===== src/rtl/mem_read_arbiter.sv =====
// rtl/mem_read_arbiter.sv - two-port (IF/DM) read arbiter and tag sequencer for a pipelined single-port memory
// Define MEM_ARB_RR_EN for round-robin arbitration; otherwise DM has fixed priority over IF.
module mem_read_arbiter #(
  parameter int ADDR_W  = 32,
  parameter int DATA_W  = 32,
  parameter int MEM_LAT = 2
) (
  input  logic              clk,
  input  logic              rst_n,
  input  logic              if_req_valid,
  input  logic [ADDR_W-1:0] if_req_addr,
  output logic              if_req_ready,
  output logic              if_rsp_valid,
  output logic [DATA_W-1:0] if_rsp_data,
  input  logic              dm_req_valid,
  input  logic [ADDR_W-1:0] dm_req_addr,
  output logic              dm_req_ready,
  output logic              dm_rsp_valid,
  output logic [DATA_W-1:0] dm_rsp_data,
  input  logic              stall,
  input  logic              flush_if,
  output logic              mem_read_en,
  output logic [ADDR_W-1:0] mem_addr,
  input  logic [DATA_W-1:0] mem_q
);

  localparam int   NSTG    = MEM_LAT + 1;
  localparam logic PORT_IF = 1'b0;

  logic            if_elig;
  logic            dm_elig;
  logic            grant_if;
  logic            grant_dm;
  logic [NSTG-1:0] tag_valid;
  logic [NSTG-1:0] tag_port;
  logic            last_valid;
  logic            last_port;

`ifdef MEM_ARB_RR_EN
  logic            prefer_dm;
`endif

  always_comb begin
    dm_elig = dm_req_valid && !stall;
    if_elig = if_req_valid && !stall && !flush_if;
`ifdef MEM_ARB_RR_EN
    grant_dm = dm_elig && (!if_elig || prefer_dm);
`else
    grant_dm = dm_elig;
`endif
    grant_if = if_elig && !grant_dm;
  end

  assign if_req_ready = grant_if;
  assign dm_req_ready = grant_dm;

  // Tags shift every cycle: the memory never stalls, so neither may the tracker.
  always_ff @(posedge clk or negedge rst_n) begin
    if (!rst_n) begin
      mem_read_en <= 1'b0;
      mem_addr    <= '0;
      tag_valid   <= '0;
      tag_port    <= '0;
    end else begin
      mem_read_en <= grant_if || grant_dm;
      if (grant_dm)
        mem_addr <= dm_req_addr;
      else if (grant_if)
        mem_addr <= if_req_addr;
      tag_valid[0] <= grant_if || grant_dm;
      tag_port[0]  <= grant_dm;
      for (int i = 1; i < NSTG; i++) begin
        tag_valid[i] <= tag_valid[i-1] && !(flush_if && (tag_port[i-1] == PORT_IF));
        tag_port[i]  <= tag_port[i-1];
      end
    end
  end

`ifdef MEM_ARB_RR_EN
  always_ff @(posedge clk or negedge rst_n) begin
    if (!rst_n)
      prefer_dm <= 1'b1;
    else if (grant_dm)
      prefer_dm <= 1'b0;
    else if (grant_if)
      prefer_dm <= 1'b1;
  end
`endif

  assign last_valid   = tag_valid[NSTG-1];
  assign last_port    = tag_port[NSTG-1];
  assign if_rsp_valid = last_valid && (last_port == PORT_IF);
  assign dm_rsp_valid = last_valid && (last_port != PORT_IF);
  assign if_rsp_data  = if_rsp_valid ? mem_q : '0;
  assign dm_rsp_data  = dm_rsp_valid ? mem_q : '0;

endmodule


===== config.mk =====
export PLATFORM = sky130hd
export DESIGN_NAME = mem_read_arbiter
export DESIGN_NICKNAME = d
export VERILOG_FILES = /design/src/rtl/mem_read_arbiter.sv
export SDC_FILE = /design/constraint.sdc
export NUM_CORES = 1
export LEC_CHECK = 0
export CAP_MARGIN = 0
export CORE_MARGIN = 2
export CORE_UTILIZATION = 40
export CTS_BUF_LIST = sky130_fd_sc_hd__clkbuf_4 sky130_fd_sc_hd__clkbuf_8
export DETAILED_ROUTE_END_ITERATION = 10
export DONT_BUFFER_PORTS = 1
export SYNTH_ARGS = -nofsm -noshare
export SYNTH_HDL_FRONTEND = slang
export SYNTH_SLANG_ARGS = --single-unit

===== constraint.sdc =====
create_clock -name clk -period 1.15 [get_ports clk]
set_input_delay 0.23 -clock clk [delete_from_list [all_inputs] [get_ports clk]]
set_output_delay 0.23 -clock clk [all_outputs]
set_load 0.05 [all_outputs]

==> results.sh, run 1 <==
export IMPL_worst_setup_hold_path_clk_slew_ps=70
export IMPL_die_area_um2=6910
export IMPL_crit_arrival_ps=1340
export IMPL_hpwlAfterDp_mm=4.84
export IMPL_syn_area_per_cell_um2=12.9
export IMPL_violations="negative setup slack"
export IMPL_antenna_found_initial=0
export IMPL_synth_distinct_cells=15
export IMPL_min_period_over_period_pct=136
export IMPL_final_common_cell="mux2_4"
export IMPL_drive_above_1_share_pct=81.8
export IMPL_wire_per_inst_um=19.6
export IMPL_max_freq_mhz=638
export IMPL_dp_worst_setup_slack_ps=-152
export IMPL_total_leakage_power_nw=1.68
export IMPL_synth_cell_area_um2=2500
export IMPL_critPathCaptureType="output pin"
export IMPL_cpPeakStageDelay_ps=450
export IMPL_clockRootBuffer="clkbuf_8"
export IMPL_cts_sinks=38
export IMPL_layout_common_cells="mux2_4 (58), buf_4 (42), dfrtp_1 (37)"
export IMPL_fin_util_pct=58.1
export IMPL_crit_start="tag_port[2]"
export IMPL_synth_net_count=296
export IMPL_cts_buffers_inserted=5
export IMPL_hold_viol=0
export IMPL_clock_latency_ps=270
export IMPL_track_usage_pct=16.6
export IMPL_first_global_vias=1795
export IMPL_start_kind="register"
export IMPL_h_tree_depth=2
export IMPL_status="complete, but fails checks"
export IMPL_std_cell_rows=28
export IMPL_p_per_area_nw_per_um2=1340
export IMPL_dr_pass1_iters=3
export IMPL_filler_cell_count=462
export IMPL_cpMaxStageDelayCell="dfrtp_2"
export IMPL_drc=0
export IMPL_ir_drop_uv=899
export IMPL_postSynthCellCount=194
export IMPL_power_w=0.00468
export IMPL_viasPerCell=5.40
export IMPL_tightest_slew_ps=197
export IMPL_die_x_um=83.1
export IMPL_start_util_pct=41.8
export IMPL_crit_fanout=23
export IMPL_finalWirelength_mm=6.33
export IMPL_clock_path_buffers=2
export IMPL_worst_slew_margin_rel_pct=86.7
export IMPL_yosysWarnings=0
export IMPL_cts_tree="done"
export IMPL_whs_ps=63.8
export IMPL_area_delta_synth_final_pct=38.9
export IMPL_min_from="flush_if"
export IMPL_setup_violations=66
export IMPL_crit_chain="nor2b_4, buf_12, and2_4"
export IMPL_portBuffers=0
export IMPL_dr_first_iter_drc_count=25
export IMPL_yosysSeqAreaShare_pct=38.0
export IMPL_worst_clock_skew_ps=0.810
export IMPL_grt_pass1_wl_mm=9.18
export IMPL_fp_dieH_um=83.1
export IMPL_min_path_type="in -> reg"
export IMPL_io_pins=203
export IMPL_maxCapViolCount=0
export IMPL_core_um2=5990
export IMPL_report_final_slew_viol_count=0
export IMPL_required_ps=920
export IMPL_grt_setup_unrepaired="yes"
export IMPL_ys_seq_elements=38
export IMPL_num_nets_final=348
export IMPL_r2r_start="mem_addr[9]"
export IMPL_antenna_left=0
export IMPL_num_vias=1739
export IMPL_finalWeightedCongestion=0.808
export IMPL_setup_slack_ps=-417
export IMPL_grt_max_degree=39
export IMPL_diodes=0
export IMPL_grt_ovfl_total=0
export IMPL_crit_type="reg -> out"
export IMPL_finalCriticalPeriod_ps=1570
## routing by layer
layer	global-route usage, %	up-vias	routed length [um]	part of all wire (%)
met1	16.9	829	2140	34
met4	6.86	0	151	2.4
li1	-	769	-	-
met5	0	-	0	0
met2	30.7	127	3430	54
met3	5.86	14	607	9.6
## worst paths after layout
check	cells after the start	slack (ps)	to
setup / recovery	3	-420	if_rsp_data[27]
hold / removal	1	60	tag_valid[1]
setup reg to reg	1	370	mem_addr[9]
hold reg to reg	0	380	tag_port[1]
max in group asynchronous	2	530	tag_port[2]
min in group asynchronous	2	400	mem_addr[30]
## state kept, by name, summed over array words and instances, names as in the netlist
register / count
mem_addr: 32
tag_valid: 3
tag_port: 3
## critical path: cells and delay by family (launching register included)
family	cells	cell delay, ps
flip-flops	1	450
AND/OR/NAND/NOR	2	430
buffers and inverters	1	170
## repair_timing
action | 4_1_cts | 5_1_grt
gates cloned | 2 | 3
endpoints found under the hold margin | 38 | 38
buffers inserted | 1 | 2
endpoints found under the setup margin | 66 | 66
resized for setup | 8 | 10
pin swaps | 21 | 22
## synth_stat cells
| cell type | number | area share (%) |
|---|---|---|
| clkbuf_1 | 9 | 1.3 |
| nor2b_1 | 1 | 0.25 |
| dfrtp_1 | 38 | 38 |
| nand2b_4 | 1 | 0.55 |
| a21boi_0 | 2 | 0.60 |
| nor3_1 | 1 | 0.20 |
| and3_1 | 32 | 8.0 |
| mux2_4 | 58 | 35 |
| nand2b_1 | 1 | 0.25 |
| buf_6 | 4 | 1.8 |
| buf_12 | 3 | 2.4 |
| a21oi_2 | 1 | 0.35 |
| mux2_2 | 6 | 2.7 |
| and2_1 | 33 | 8.2 |
| inv_1 | 4 | 0.60 |
## report_power, final
part | internal, W | leakage (nW) | switching [W] | total, W
Clock | 0.000507 | 0.0517 | 0.000431 | 0.000937
Sequential | 0.00154 | 0.451 | 0.000126 | 0.00167
Combinational | 0.000829 | 1.18 | 0.00124 | 0.00207
## kinds of logic (layout without fill, tap and decap cells)
family / Yosys count / in the layout / share of synthesized area, %
and+or+nand+nor: 69 / 69 / 17.5
muxes: 64 / 64 / 37.5
DFF: 38 / 38 / 38.0
buffers and inverters: 20 / 73 / 6.14
AOI/OAI and AO/OA: 3 / 3 / 0.949
## area by class of cell
| cell class | count | area [um^2] | share of cell area (%) |
|---|---|---|---|
| clock buffer | 7 | 90.1 | 2.59 |
| clock inverter | 1 | 5.00 | 0.144 |
| inverter | 4 | 15.0 | 0.431 |
| multi-input combinational | 136 | 1660 | 47.8 |
| sequential | 38 | 952 | 27.4 |
| tap | 75 | 93.8 | 2.70 |
| timing repair buffer | 61 | 661 | 19.0 |
## stage by stage
step	cells	TNS, ps	instance area, um^2
floorplan	194	-6840	2790
global placement	305	-5100	3210
detailed placement	305	-7610	3210
CTS	316	-24700	3340
global route	322	-27670	3480
finish	322	-23940	3480
(Power assumes the default switching activity.)
==> run 2, diff against run 1 <==
MAX_ROUTING_LAYER = met4   (was not set)
==> run 2 against run 1 <==
The run still ends with negative setup slack left. Core utilization is the same. Critical path type unchanged. Global-route usage rose by 0.47 points. Clock power about the same. Highest routed layer unchanged. First-iteration DRC count rose by 28%.
==> results.sh, run 2 (synthesized netlist as in run 1, its figures left out) <==
export IMPL_status="complete, but fails checks"
export IMPL_violations="negative setup slack"
export IMPL_reg_largest_list="mem_addr (32), tag_port (3), tag_valid (3)"
export IMPL_ir_drop_uv=904
export IMPL_num_vias=1734
export IMPL_die_x_um=83.1
export IMPL_crit_chain="nor2b_4, buf_12, and2_4"
export IMPL_portBuffers=0
export IMPL_drc=0
export IMPL_finalCriticalPeriod_ps=1560
export IMPL_grt_setup_unrepaired="yes"
export IMPL_crit_arrival_ps=1330
export IMPL_setup_slack_ps=-415
export IMPL_cpPeakStageDelay_ps=450
export IMPL_whs_ps=62.6
export IMPL_grt_pass1_wl_mm=9.18
export IMPL_required_ps=920
export IMPL_die_area_um2=6910
export IMPL_path_delay_family="flip-flops"
export IMPL_core_um2=5990
export IMPL_clock_latency_ps=280
export IMPL_cts_sinks=38
export IMPL_final_common_cell="mux2_4"
export IMPL_hold_viol=0
export IMPL_hpwlAfterDp_mm=4.84
export IMPL_diodes=0
export IMPL_track_usage_pct=17.1
export IMPL_r2r_cells=1
export IMPL_grt_ovfl_total=0
export IMPL_fp_dieH_um=83.1
export IMPL_final_cells=322
export IMPL_p_per_area_nw_per_um2=1350
export IMPL_min_period_over_period_pct=136
export IMPL_area_delta_synth_final_pct=38.9
export IMPL_antenna_found_initial=0
export IMPL_maxCapViolCount=0
export IMPL_grt_max_degree=39
export IMPL_crit_cells=3
export IMPL_wire_per_inst_um=19.7
export IMPL_std_cell_rows=28
export IMPL_clock_path_buffers=2
export IMPL_drive_above_1_share_pct=81.8
export IMPL_cpMaxStageDelayCell="dfrtp_2"
export IMPL_filler_cell_count=462
export IMPL_max_freq_mhz=639
export IMPL_antenna_left=0
export IMPL_place_inst=305
export IMPL_dp_worst_setup_slack_ps=-152
export IMPL_fin_util_pct=58.1
export IMPL_final_setup_tns_ps=-23940
export IMPL_largest_reg_flops=32
export IMPL_tightest_slew_ps=197
export IMPL_first_global_vias=1788
export IMPL_cts_tree="done"
export IMPL_report_final_slew_viol_count=0
export IMPL_finalWirelength_mm=6.33
export IMPL_crit_type="reg -> out"
export IMPL_finalWeightedCongestion=0.820
export IMPL_io_pins=203
export IMPL_h_tree_depth=2
export IMPL_worst_clock_skew_ps=0.644
export IMPL_start_util_pct=41.8
export IMPL_start_kind="register"
export IMPL_total_leakage_power_nw=1.68
export IMPL_regMostFlops="mem_addr"
export IMPL_num_nets_final=348
export IMPL_clockRootBuffer="clkbuf_8"
export IMPL_worst_path_buf_inv=1
export IMPL_holdPathStages=1
export IMPL_critPathCaptureType="output pin"
export IMPL_worst_slew_margin_rel_pct=86.7
export IMPL_crit_fanout=23
export IMPL_dr_first_iter_drc_count=32
export IMPL_worst_setup_hold_path_clk_slew_ps=70
export IMPL_layout_common_cells="mux2_4 (58), buf_4 (42), dfrtp_1 (37)"
export IMPL_min_path_type="in -> reg"
export IMPL_setup_violations=66
export IMPL_viasPerCell=5.39
export IMPL_dr_pass1_iters=3
export IMPL_cts_buffers_inserted=5
[run 2: cell counts in the layout (fill, tap and decap cells not counted)]
No cell type changed its count.
[run 2: final timing paths]
check	startpoint	end	slack [ps]
min in group asynchronous	rst_n	mem_addr[30]	400
max reg2reg	mem_addr[9]	mem_addr[9]	370
min	flush_if	tag_valid[1]	60
max	tag_port[2]	if_rsp_data[27]	-410
max in group asynchronous	rst_n	tag_port[2]	540
min reg2reg	tag_port[0]	tag_port[1]	380
[run 2: timing repair]
action / 4_1_cts / 5_1_grt
endpoints found under the setup margin: 66 / 66
buffers inserted: 1 / 2
cloned: 2 / 3
pin swaps: 21 / 22
hold endpoints to repair: 38 / 38
gates resized for setup: 8 / 10
[run 2: cell type report]
cell class	count	area (um^2)	share of cell area [%]
clock buffer	7	90.1	2.59
timing repair buffer	61	661	19.0
multi-input combinational	136	1660	47.8
inverter	4	15.0	0.431
sequential	38	952	27.4
clock inverter	1	5.00	0.144
tap	75	93.8	2.70
[run 2: metrics by stage]
step / cell area [um^2] / power, W
after floorplan: 2790 / 0.00323
after global placement: 3210 / 0.00365
after detailed placement: 3210 / 0.00368
after CTS: 3340 / 0.00466
after global routing: 3480 / 0.00487
final: 3480 / 0.00468
[run 2: metal layers]
metal / track usage [%] / share of wire [%] / wire [um]
met3: 4.67 / 8.4 / 532
met4: 6.86 / 2.4 / 153
met2: 30.6 / 54 / 3440
met5: - / 0 / 0
met1: 17.8 / 35 / 2210
[run 2: power by group]
| group | leakage (nW) | internal [W] | total [W] | switching (W) |
|---|---|---|---|---|
| sequential | 0.451 | 0.00154 | 0.00167 | 0.000127 |
| clock | 0.0517 | 0.000507 | 0.000940 | 0.000433 |
| combinational | 1.18 | 0.000829 | 0.00207 | 0.00124 |
| total | 1.68 | 0.00288 | 0.00468 | 0.00180 |
